===== config.mk =====
export PLATFORM = sky130hd
export DESIGN_NAME = pending_encoder8to3
export DESIGN_NICKNAME = d
export VERILOG_FILES = /design/src/rtl/pending_enc_pkg.sv /design/src/rtl/prio_pick8.sv /design/src/rtl/pending_encoder8to3.sv
export SDC_FILE = /design/constraint.sdc
export NUM_CORES = 1
export LEC_CHECK = 0
export ABC_AREA = 1
export CELL_PAD_IN_SITES_DETAIL_PLACEMENT = 1
export CELL_PAD_IN_SITES_GLOBAL_PLACEMENT = 2
export CORE_AREA = 3 3 52 73
export CTS_CLUSTER_SIZE = 10
export DETAILED_ROUTE_END_ITERATION = 16
export DIE_AREA = 0 0 55 76
export PLACE_DENSITY = 0.84
export SLEW_MARGIN = 20
export SYNTH_ARGS = -nofsm -noshare
export SYNTH_HDL_FRONTEND = slang
export SYNTH_SLANG_ARGS = --single-unit
export TNS_END_PERCENT = 30

===== constraint.sdc =====
create_clock -name clk -period 1.47 [get_ports clk]
set_input_delay 0.147 -clock clk [delete_from_list [all_inputs] [get_ports clk]]
set_output_delay 0.147 -clock clk [all_outputs]
set_load 0.02 [all_outputs]

===== src/rtl/pending_enc_pkg.sv =====
// Shared definitions for the pending-event encoder: line count, index width,
// FSM state encoding and a one-hot helper.
package pending_enc_pkg;

    localparam int unsigned N_LINES = 8;
    localparam int unsigned IDX_W   = 3;

    typedef enum logic {
        IDLE    = 1'b0,
        PRESENT = 1'b1
    } state_t;

    // One-hot mask with the bit at position idx set.
    function automatic logic [N_LINES-1:0] idx_onehot(input logic [IDX_W-1:0] idx);
        return N_LINES'(1) << idx;
    endfunction

endpackage


===== src/rtl/prio_pick8.sv =====
// Combinational selector over eight request lines.
// rr=0: highest set index wins. rr=1: first set index found searching upward
// from start, wrapping from 7 back to 0.
module prio_pick8
    import pending_enc_pkg::*;
(
    input  logic [N_LINES-1:0] req,
    input  logic [IDX_W-1:0]   start,
    input  logic               rr,
    output logic [IDX_W-1:0]   idx,
    output logic               any
);

    logic             found;
    logic [IDX_W-1:0] pos;

    // Pick one set request line according to the selected policy.
    always_comb begin
        idx   = '0;
        any   = |req;
        found = 1'b0;
        pos   = '0;
        if (!rr) begin
            // Ascending scan; the last hit is the highest set index.
            for (int unsigned i = 0; i < N_LINES; i++) begin
                if (req[i]) begin
                    idx = IDX_W'(i);
                end
            end
        end else begin
            for (int unsigned off = 0; off < N_LINES; off++) begin
                pos = IDX_W'(32'(start) + off);
                if (!found && req[pos]) begin
                    idx   = pos;
                    found = 1'b1;
                end
            end
        end
    end

endmodule


===== src/rtl/pending_encoder8to3.sv =====
// Pending-event encoder: latches event lines into a pending bitmap and
// presents one pending index at a time to a ready/valid consumer.
// Holds the pending register, the IDLE/PRESENT FSM, last_grant and overflow.
module pending_encoder8to3
    import pending_enc_pkg::*;
#(
    parameter bit ROUND_ROBIN = 1'b0
)
(
    input  logic                clk,
    input  logic                rst,
    input  logic [N_LINES-1:0]  A,
    input  logic                clr_all,
    input  logic                ready,
    output logic [IDX_W-1:0]    Y,
    output logic                valid,
    output logic [N_LINES-1:0]  pending,
    output logic                overflow
);

    state_t             state_q, state_d;
    logic [IDX_W-1:0]   y_q, y_d;
    logic [N_LINES-1:0] pending_q, pending_d;
    logic               ovf_q, ovf_d;
    logic [IDX_W-1:0]   last_grant_q, last_grant_d;

    logic               xfer;
    logic [N_LINES-1:0] pop_mask;
    logic [N_LINES-1:0] remain;
    logic [IDX_W-1:0]   pick_start;
    logic [IDX_W-1:0]   pick_idx;
    logic               pick_any;

    prio_pick8 u_pick (
        .req   (remain),
        .start (pick_start),
        .rr    (ROUND_ROBIN),
        .idx   (pick_idx),
        .any   (pick_any)
    );

    // Transfer detection, pending update, overflow and last_grant next values.
    always_comb begin
        xfer     = (state_q == PRESENT) && ready;
        pop_mask = xfer ? idx_onehot(y_q) : '0;
        remain   = pending_q & ~pop_mask;
        // On a transfer edge the grant being made is y_q, so the rotation
        // continues from just past it rather than from the stale last_grant.
        pick_start   = xfer ? (y_q + IDX_W'(1)) : (last_grant_q + IDX_W'(1));
        pending_d    = clr_all ? '0 : (remain | A);
        ovf_d        = !clr_all && (|(A & remain));
        last_grant_d = (xfer && !clr_all) ? y_q : last_grant_q;
    end

    // FSM next state and presented index.
    always_comb begin
        state_d = state_q;
        y_d     = y_q;
        if (clr_all) begin
            state_d = IDLE;
        end else begin
            case (state_q)
                IDLE: begin
                    if (pick_any) begin
                        state_d = PRESENT;
                        y_d     = pick_idx;
                    end
                end
                PRESENT: begin
                    if (ready) begin
                        if (pick_any) begin
                            y_d = pick_idx;
                        end else begin
                            state_d = IDLE;
                        end
                    end
                end
                default: state_d = IDLE;
            endcase
        end
    end

    // FSM state and presented-index registers.
    always_ff @(posedge clk or posedge rst) begin
        if (rst) begin
            state_q <= IDLE;
            y_q     <= '0;
        end else begin
            state_q <= state_d;
            y_q     <= y_d;
        end
    end

    // Pending bitmap, overflow pulse and rotation pointer registers.
    always_ff @(posedge clk or posedge rst) begin
        if (rst) begin
            pending_q    <= '0;
            ovf_q        <= 1'b0;
            last_grant_q <= '1;
        end else begin
            pending_q    <= pending_d;
            ovf_q        <= ovf_d;
            last_grant_q <= last_grant_d;
        end
    end

    // Drive outputs from registered state.
    always_comb begin
        valid    = (state_q == PRESENT);
        Y        = y_q;
        pending  = pending_q;
        overflow = ovf_q;
    end

endmodule


# Word level (Yosys, flattened, before mapping)
# Index checks and enable logic that the tools add are counted.
# totals
regBits	13
input_bits	12
out_inout_bits	13
elab_cells	34
# op_classes
n_eq_ne	1
n_shift	1
mux	16
bitwise_logic	6
reduce_logical	6
# op_table
cell	n
3-bit 2-to-1 mux	6
8-bit AND	2
8-bit 2-to-1 mux	2
8-bit OR reduction	2
8-bit inverter	1
8-bit OR	1
1-bit by 3-bit << shifter with 8-bit output (first input constant)	1
3-bit one-hot mux with 2 select lines	1
1-bit 2-to-1 mux	4
2-bit 2-to-1 mux	2
1-bit logical AND	2
2-bit != test (second input constant)	1
1-bit inverter	2
1-bit one-hot mux with 2 select lines	1
2-bit AND reduction	1
1-bit zero test	1

# Depth between registers and ports, before layout
# Gate-level depths: netlist of run 1.
# depth
ltp_word	14
ltp_mapped	11
mapped_depth_nobuf	11

# Cells and area by module
# A second synthesis of run 1 with hierarchy kept.
# unflattened
hier_cells	266
area_unflattened_um2	1701.6
# modules_own_cells
module	instances	cells_per_inst	area_each_um2	seq_area_each_um2
prio_pick8	1	154	869.6	0.0
pending_encoder8to3	1	112	832.0	404.1

# Worst setup path after synthesis of run 1
# No wires, ideal clock.
# synth_path
path_type	register -> register
startpoint	register state_q, in the netlist valid
endpoint	register y_q[0], in the netlist Y[0]
setup_ps	123
arrival_ps	1311
t_required_ps	1347
path_slack_ps	37
path_stages_with_launch	10
n_path_buf	0
period_less_slack_ps	1433
path_cell_list	dfrtp_1 -> nand2_2 -> nor2_2 -> nand2_1 -> nand2_2 -> nand2_2 -> nor2_2 -> nand2_2 -> a21oi_1 -> a21oi_2
# synth_via
elab_chain_len	14
elab_cells_between_ends	18
classes_between	eq/ne: 1; mux: 11; bitwise: 3; reduce/logical: 3
# synth_rtl
element	line	rtl
start, declared	pending_encoder8to3.sv:21	state_t state_q, state_d;
start signal, assigned	pending_encoder8to3.sv:89	state_q <= state_d;
1-bit logical AND	pending_encoder8to3.sv:44	xfer = (state_q == PRESENT) && ready;
8-bit 2-to-1 mux	pending_encoder8to3.sv:45	pop_mask = xfer ? idx_onehot(y_q) : '0;
8-bit inverter	pending_encoder8to3.sv:46	remain = pending_q & ~pop_mask;
8-bit AND	pending_encoder8to3.sv:46	
1-bit 2-to-1 mux	prio_pick8.sv:26	if (req[i]) begin
2-bit 2-to-1 mux (2 in series)	prio_pick8.sv:26	
3-bit 2-to-1 mux (4 in series)	prio_pick8.sv:26	
3-bit 2-to-1 mux	pending_encoder8to3.sv:64, pending_encoder8to3.sv:71	
3-bit 2-to-1 mux	pending_encoder8to3.sv:70	if (ready) begin
3-bit one-hot mux with 2 select lines	pending_encoder8to3.sv:62	case (state_q)
end signal, assigned	pending_encoder8to3.sv:90	y_q <= y_d;
end, declared	pending_encoder8to3.sv:22	logic [IDX_W-1:0] y_q, y_d;
# Parallel ways exist; a longest one is shown, timed or not. The select of a mux whose other input is x is not followed.
# A chain may end at the register's enable or synchronous reset.

# Final worst setup path of run 1
# layout_path
startpoint	register state_q, in the netlist valid
endpoint	output valid
# layout_lines
element	line	rtl
end, declared	pending_encoder8to3.sv:16	output logic valid,
# No word-level cell between the ends.

==> impl_metrics.tcl, run 1 <==
set metrics [dict create \
    vias 740 \
    detail_route.vias_per_cell 4.28 \
    met2_wirelength_from_detailed_routing_um 1270 \
    worst_setup_hold_path_clk_slew_ps 60 \
    remaining_drc_errors 0 \
    critical_path.max_stage_delay_ps 630 \
    grt_max_degree 14 \
    drt-pass1-iter-count 3 \
    crit_type "flop to output pin" \
    die_h_um 76 \
    topRoutingLayerUsed "met4" \
    ys_seq_area_share_pct 44.4 \
    ys_seq_elements 13 \
    power.ir.vdd_worst_v 0.000386 \
    placementRows 24 \
    dp_cells 168 \
    insertion_delay_ps 250 \
    hpwl_detailed_um 1740 \
    worstPathCellList "clkdlybuf4s50_1" \
    detailedRoute.firstIterationViolations 3 \
    final-seq-area_sq_um 329 \
    routed_wirelength_um 2180 \
    totalNegativeSetupSlack_ps 0 \
    synth.avg_cell_area_sq_um 7.55 \
    worst_ep_required_time_ps 1320 \
    critPathLaunchType "flop" \
    relSlewSlack_pct 65.0 \
    htree_levels 1 \
    overall_die_area_sq_mm 0.00418 \
    combinational_share_of_power_pct 32.4 \
    fin_skew_ps 1.15 \
    timing.critical_path.max_delay_family "buffers and inverters" \
    finish.cell_count_without_fillers 173 \
    critical_path_buf_inv_count 1 \
    ys_types 15 \
    run_status "finished, final reports clean" \
    nFillCells 404 \
    power.share.switching_pct 34.1 \
    tritoncts_clock_tree "yes" \
    finalSetupViolations 0 \
    final_core_utilization_pct 37.0 \
    hold_path.class "input port to async pin" \
    globalplace.congestion 0.872 \
    wl_met1_um 813 \
    total_power_uw 1150 \
    route.antenna.remaining_nets 0 \
    finalNetCount 147 \
    drive_gt1_share_pct 31.3 \
    slew_viol_final 0 \
    buffer_ports.inserted 24 \
    layout.cells.most_common "clkdlybuf4s50_1" \
    vias_in_the_first_global_route 800 \
    routedWlPerCell_um 12.6 \
    die_w_um 55 \
    clk_path_buf_depth 2 \
    ioPinCount 25 \
    final_hold_vios 0 \
    initial_core_util_pct 23.0 \
    crit_slowest_cell "clkdlybuf4s50_1" \
    timing.critical_path.fanout_max 4 \
    power_leakage_uw 0.000573 \
    cp_data_arrival_time_ps 1280 \
    synth.net_count 109 \
    gr-total-overflow 0 \
    syn_to_final_growth_pct 61.0 \
    synth.yosys.warnings 0 \
    worst_slack_at_placement_ps -250 \
    period_minus_slack_ps 1430 \
    int_pwr_uw 760 \
    cts_num_sinks 13 \
    fmax_ghz 0.700 \
    antenna-diode-count 0 \
    p_per_area_mw_per_mm2 978 \
    clkPwrFrac_pct 29.2 \
    ctsRootBufferMaster "clkbuf_8" \
    grt.total_usage_pct 11.9 \
    worstSetupEndpointType "output pin" \
    tightestPinTransition_ps 525 \
    fin_ws_ps 41.9 \
    area_of_the_multi_input_gates_sq_um 382 \
    numCtsBuffers 3 \
    wl_met3_um 38 \
    net_switching_component_of_the_power_uw 393 \
    syn-cell-area_sq_um 732 \
    finalCritPeriodShare_pct 97.1 \
    power.sequential.fraction_pct 38.4 \
    layout_common_cells "clkdlybuf4s50_1 (20), nand2_1 (18), inv_1 (14)" \
    post_synth_inst_count 97 \
    cap_violations 0 \
    grt_first_pass_wirelength_um 3590 \
    grt_setup_unrepaired "yes" \
    coreArea_sq_mm 0.00318 \
    grt_antenna_before_repair 0 \
]
[final cells by class]
type                            count  share of cell area [%]
Multi-Input combinational cell     68                    32.4
Sequential cell                    13                    27.9
Timing Repair Buffer               34                    27.0
Tap cell                           39                    4.14
Clock buffer                        4                    3.82
Inverter                           15                    4.78
[per-layer routing]
metal  up-vias  track usage [%]
met2        11             20.1
met4         0             7.30
met1       352             13.6
met5         -                0
li1        372                -
met3         5            0.587
[final timing paths]
path / from / to / slack, ps / cells past startpoint
setup / recovery: valid$_DFF_PP0_ / valid / 40 / 1
hold / removal: rst / valid$_DFF_PP0_ / 230 / 2
setup reg to reg: valid$_DFF_PP0_ / Y[0]$_DFFE_PP0P_ / 60 / 9
hold reg to reg: Y[2]$_DFFE_PP0P_ / Y[2]$_DFFE_PP0P_ / 590 / 2
max in group asynchronous: rst / Y[1]$_DFFE_PP0P_ / 860 / 2
min in group clk: ready / valid$_DFF_PP0_ / 330 / 4
[per-stage QoR]
stage,instance area (sq um),hold slack [ps]
final,1180,232
after CTS,1130,262
after global placement,1080,519
after floorplan,732,24.0
after detailed placement,1080,529
after global routing,1180,283
[flip-flops by register name (all words and copies together), names as in the netlist]
name	count
Y	3
overflow	1
pending	8
valid	1
[cell usage after synthesis, drive strengths merged]
cell type	n	area share, %
nand2	33	22
nor2	17	10
inv	15	7.7
dfrtp	13	44
a21oi	10	7.4
o21ai	3	2.1
o22ai	2	1.7
a31oi	1	0.86
clkbuf	1	0.51
nand3	1	0.68
o21bai	1	2.6
[kinds of logic after synthesis]
| family | after synthesis | synth area share (%) |
|---|---|---|
| DFF | 13 | 44.4 |
| buffers and inverters | 16 | 8.20 |
| and+or+nand+nor | 51 | 32.8 |
| AOI/OAI and AO/OA | 17 | 14.5 |
[power by group through the flow]
stage	clock network [uW]	registers (uW)	logic (uW)
after detailed placement	0	442	363
final	336	443	373
after floorplan	0	477	147
after global placement	0	439	358
after global routing	362	451	411
after CTS	343	435	358
[what timing repair did]
item                       4_1_cts  5_1_grt
hold buffers                     0        0
setup buffers                    0        1
resized for setup                2       18
setup endpoints to repair        2        7
pin swaps                        0        4
Power figures use the tool's default switching activity.
==> run 2: changes to the inputs <==
- CAP_MARGIN: unset -> 15
- GPL_TIMING_DRIVEN: unset -> 0
==> run 2 against run 1 <==
Effect of this change: the run now ends with negative setup slack left; clock skew grew 3.2 ps; register-to-register slack got worse by 90 ps; sequential share of layout area down 0.81 points; non-clock buffer count increased by 3; largest cell class unchanged; flip-flop and latch count did not move; critical endpoint is now Y[0]$_DFFE_PP0P_; clock-buffer cell count stayed put.
==> impl_metrics.tcl, run 2 (same netlist as run 1, synthesis figures left out) <==
set metrics [dict create \
    fin_skew_ps 4.34 \
    nFillCells 404 \
    die_w_um 55 \
    worstSetupEndpointType "flop" \
    worst_ep_required_time_ps 1600 \
    int_pwr_uw 768 \
    fin_worst_hold_slack_ps 248 \
    die_h_um 76 \
    grt.total_usage_pct 11.7 \
    overall_die_area_sq_mm 0.00418 \
    fmax_ghz 0.667 \
    power.ir.vdd_worst_v 0.000432 \
    tritoncts_clock_tree "yes" \
    period_minus_slack_ps 1500 \
    critPathLaunchType "flop" \
    largest_register_ffs 8 \
    hold_path.class "input port to async pin" \
    worstPathCellList "nand2_2 > nor2_4 > nand2_2 > nand2_2 > nand2_2 > nor2_4 > nand2_4 > a21oi_1 > a21oi_2" \
    globalplace.congestion 0.773 \
    layout_common_cells "clkdlybuf4s50_1 (20), inv_1 (15), nand2_2 (15), nand2_1 (15), buf_4 (12)" \
    ctsRootBufferMaster "clkbuf_8" \
    failed_checks "negative setup slack" \
    final-seq-area_sq_um 329 \
    antenna-diode-count 0 \
    vias 766 \
    timing.critical_path.fanout_max 4 \
    routed_wirelength_um 2380 \
    cts_num_sinks 13 \
    net_switching_component_of_the_power_uw 396 \
    detailedRoute.firstIterationViolations 4 \
    grt_antenna_before_repair 0 \
    clk_path_buf_depth 2 \
    crit_type "flop to flop" \
    power.sequential.fraction_pct 37.9 \
    power.share.switching_pct 34.0 \
    buffer_ports.inserted 24 \
    ioPinCount 25 \
    area_of_the_multi_input_gates_sq_um 398 \
    worstReg2RegStart "valid$_DFF_PP0_" \
    run_status "finished with violations" \
    vias_in_the_first_global_route 836 \
    timing.critical_path.max_delay_family "simple AND/OR/NAND/NOR gates" \
    power_leakage_uw 0.000592 \
    cap_violations 0 \
    drive_gt1_share_pct 32.8 \
    fin_ws_ps -29.7 \
    routedWlPerCell_um 13.5 \
    finalNetCount 150 \
    grt_setup_unrepaired "yes" \
    layout.cells.most_common "clkdlybuf4s50_1" \
    crit_slowest_cell "dfrtp_1" \
    combinational_share_of_power_pct 34.0 \
    worst_setup_hold_path_clk_slew_ps 60 \
    grt_first_pass_wirelength_um 3620 \
    placementRows 24 \
    final_design_area_no_fill_sq_mm 0.00121 \
    insertion_delay_ps 250 \
    final_hold_vios 0 \
    detail_route.vias_per_cell 4.35 \
    slew_viol_final 0 \
    clkPwrFrac_pct 28.1 \
    finalCritPeriodShare_pct 102 \
    p_per_area_mw_per_mm2 959 \
    grt_max_degree 14 \
    drt-pass1-iter-count 2 \
    critical_path_buf_inv_count 0 \
    numCtsBuffers 3 \
    hpwl_detailed_um 1740 \
    coreArea_sq_mm 0.00318 \
    htree_levels 1 \
    totalNegativeSetupSlack_ps -39.0 \
    reg2reg_to "Y[0]$_DFFE_PP0P_" \
    finalSetupViolations 3 \
    worst-r2r-setup-slack_ps -30 \
    worstRegToRegCells 9 \
    place_area_sq_mm 0.00102 \
    gr-total-overflow 0 \
    cpMostUsedCell "nand2_2" \
    tightestPinTransition_ps 537 \
    initial_core_util_pct 23.0 \
    remaining_drc_errors 0 \
    final_core_utilization_pct 38.1 \
    cts_hold_buf 0 \
    syn_to_final_growth_pct 65.8 \
    critical_path.max_stage_delay_ps 400 \
    relSlewSlack_pct 64.2 \
    cp_data_arrival_time_ps 1630 \
    route.antenna.remaining_nets 0 \
]
run 2: timing repair:
action / CTS / global route
resized for setup: 8 / 15
setup endpoints to repair: 7 / 6
buffers inserted: 1 / 11
pin swaps: 0 / 10
run 2: worst max path at each step:
| stage | start | to | slack (ps) | cells after the start |
|---|---|---|---|---|
| final | valid$_DFF_PP0_ | Y[0]$_DFFE_PP0P_ | -30 | 9 |
| after global routing | valid$_DFF_PP0_ | Y[0]$_DFFE_PP0P_ | -130 | 9 |
| after CTS | valid$_DFF_PP0_ | valid$_DFF_PP0_ | 10 | 9 |
| after detailed placement | ready | valid$_DFF_PP0_ | -300 | 10 |
| after global placement | ready | Y[0]$_DFFE_PP0P_ | -270 | 10 |
| after floorplan | valid$_DFF_PP0_ | Y[0]$_DFFE_PP0P_ | 40 | 9 |
run 2: cell type report:
type	instances	area share [%]
timing repair buffer	36	27.4
sequential	13	27.1
multi-input combinational	68	32.8
clock buffer	4	3.71
inverter	15	4.64
tap	39	4.02
buffer	1	0.309
run 2: routing by layer:
layer / track usage, % / up-vias / share of wire, %
li1: - / 377 / -
met1: 11.7 / 372 / 34
met2: 21.2 / 13 / 61
met4: 7.30 / 0 / 2.3
met5: 0 / - / 0
met3: 1.17 / 4 / 2.7
run 2: stage by stage:
stage / cells / setup WS, ps / power, uW
after floorplan: 97 / 36.6 / 624
after global placement: 160 / -270 / 766
after detailed placement: 160 / -303 / 777
after CTS: 165 / 11.1 / 1120
after global routing: 176 / -131 / 1230
final: 176 / -29.7 / 1160
run 2: power by group through the flow:
stage / clock (uW) / sequential (uW) / combinational (uW)
finish: 327 / 441 / 395
detailed placement: 0 / 441 / 336
global route: 349 / 449 / 437
CTS: 341 / 441 / 342
floorplan: 0 / 477 / 147
global placement: 0 / 439 / 326
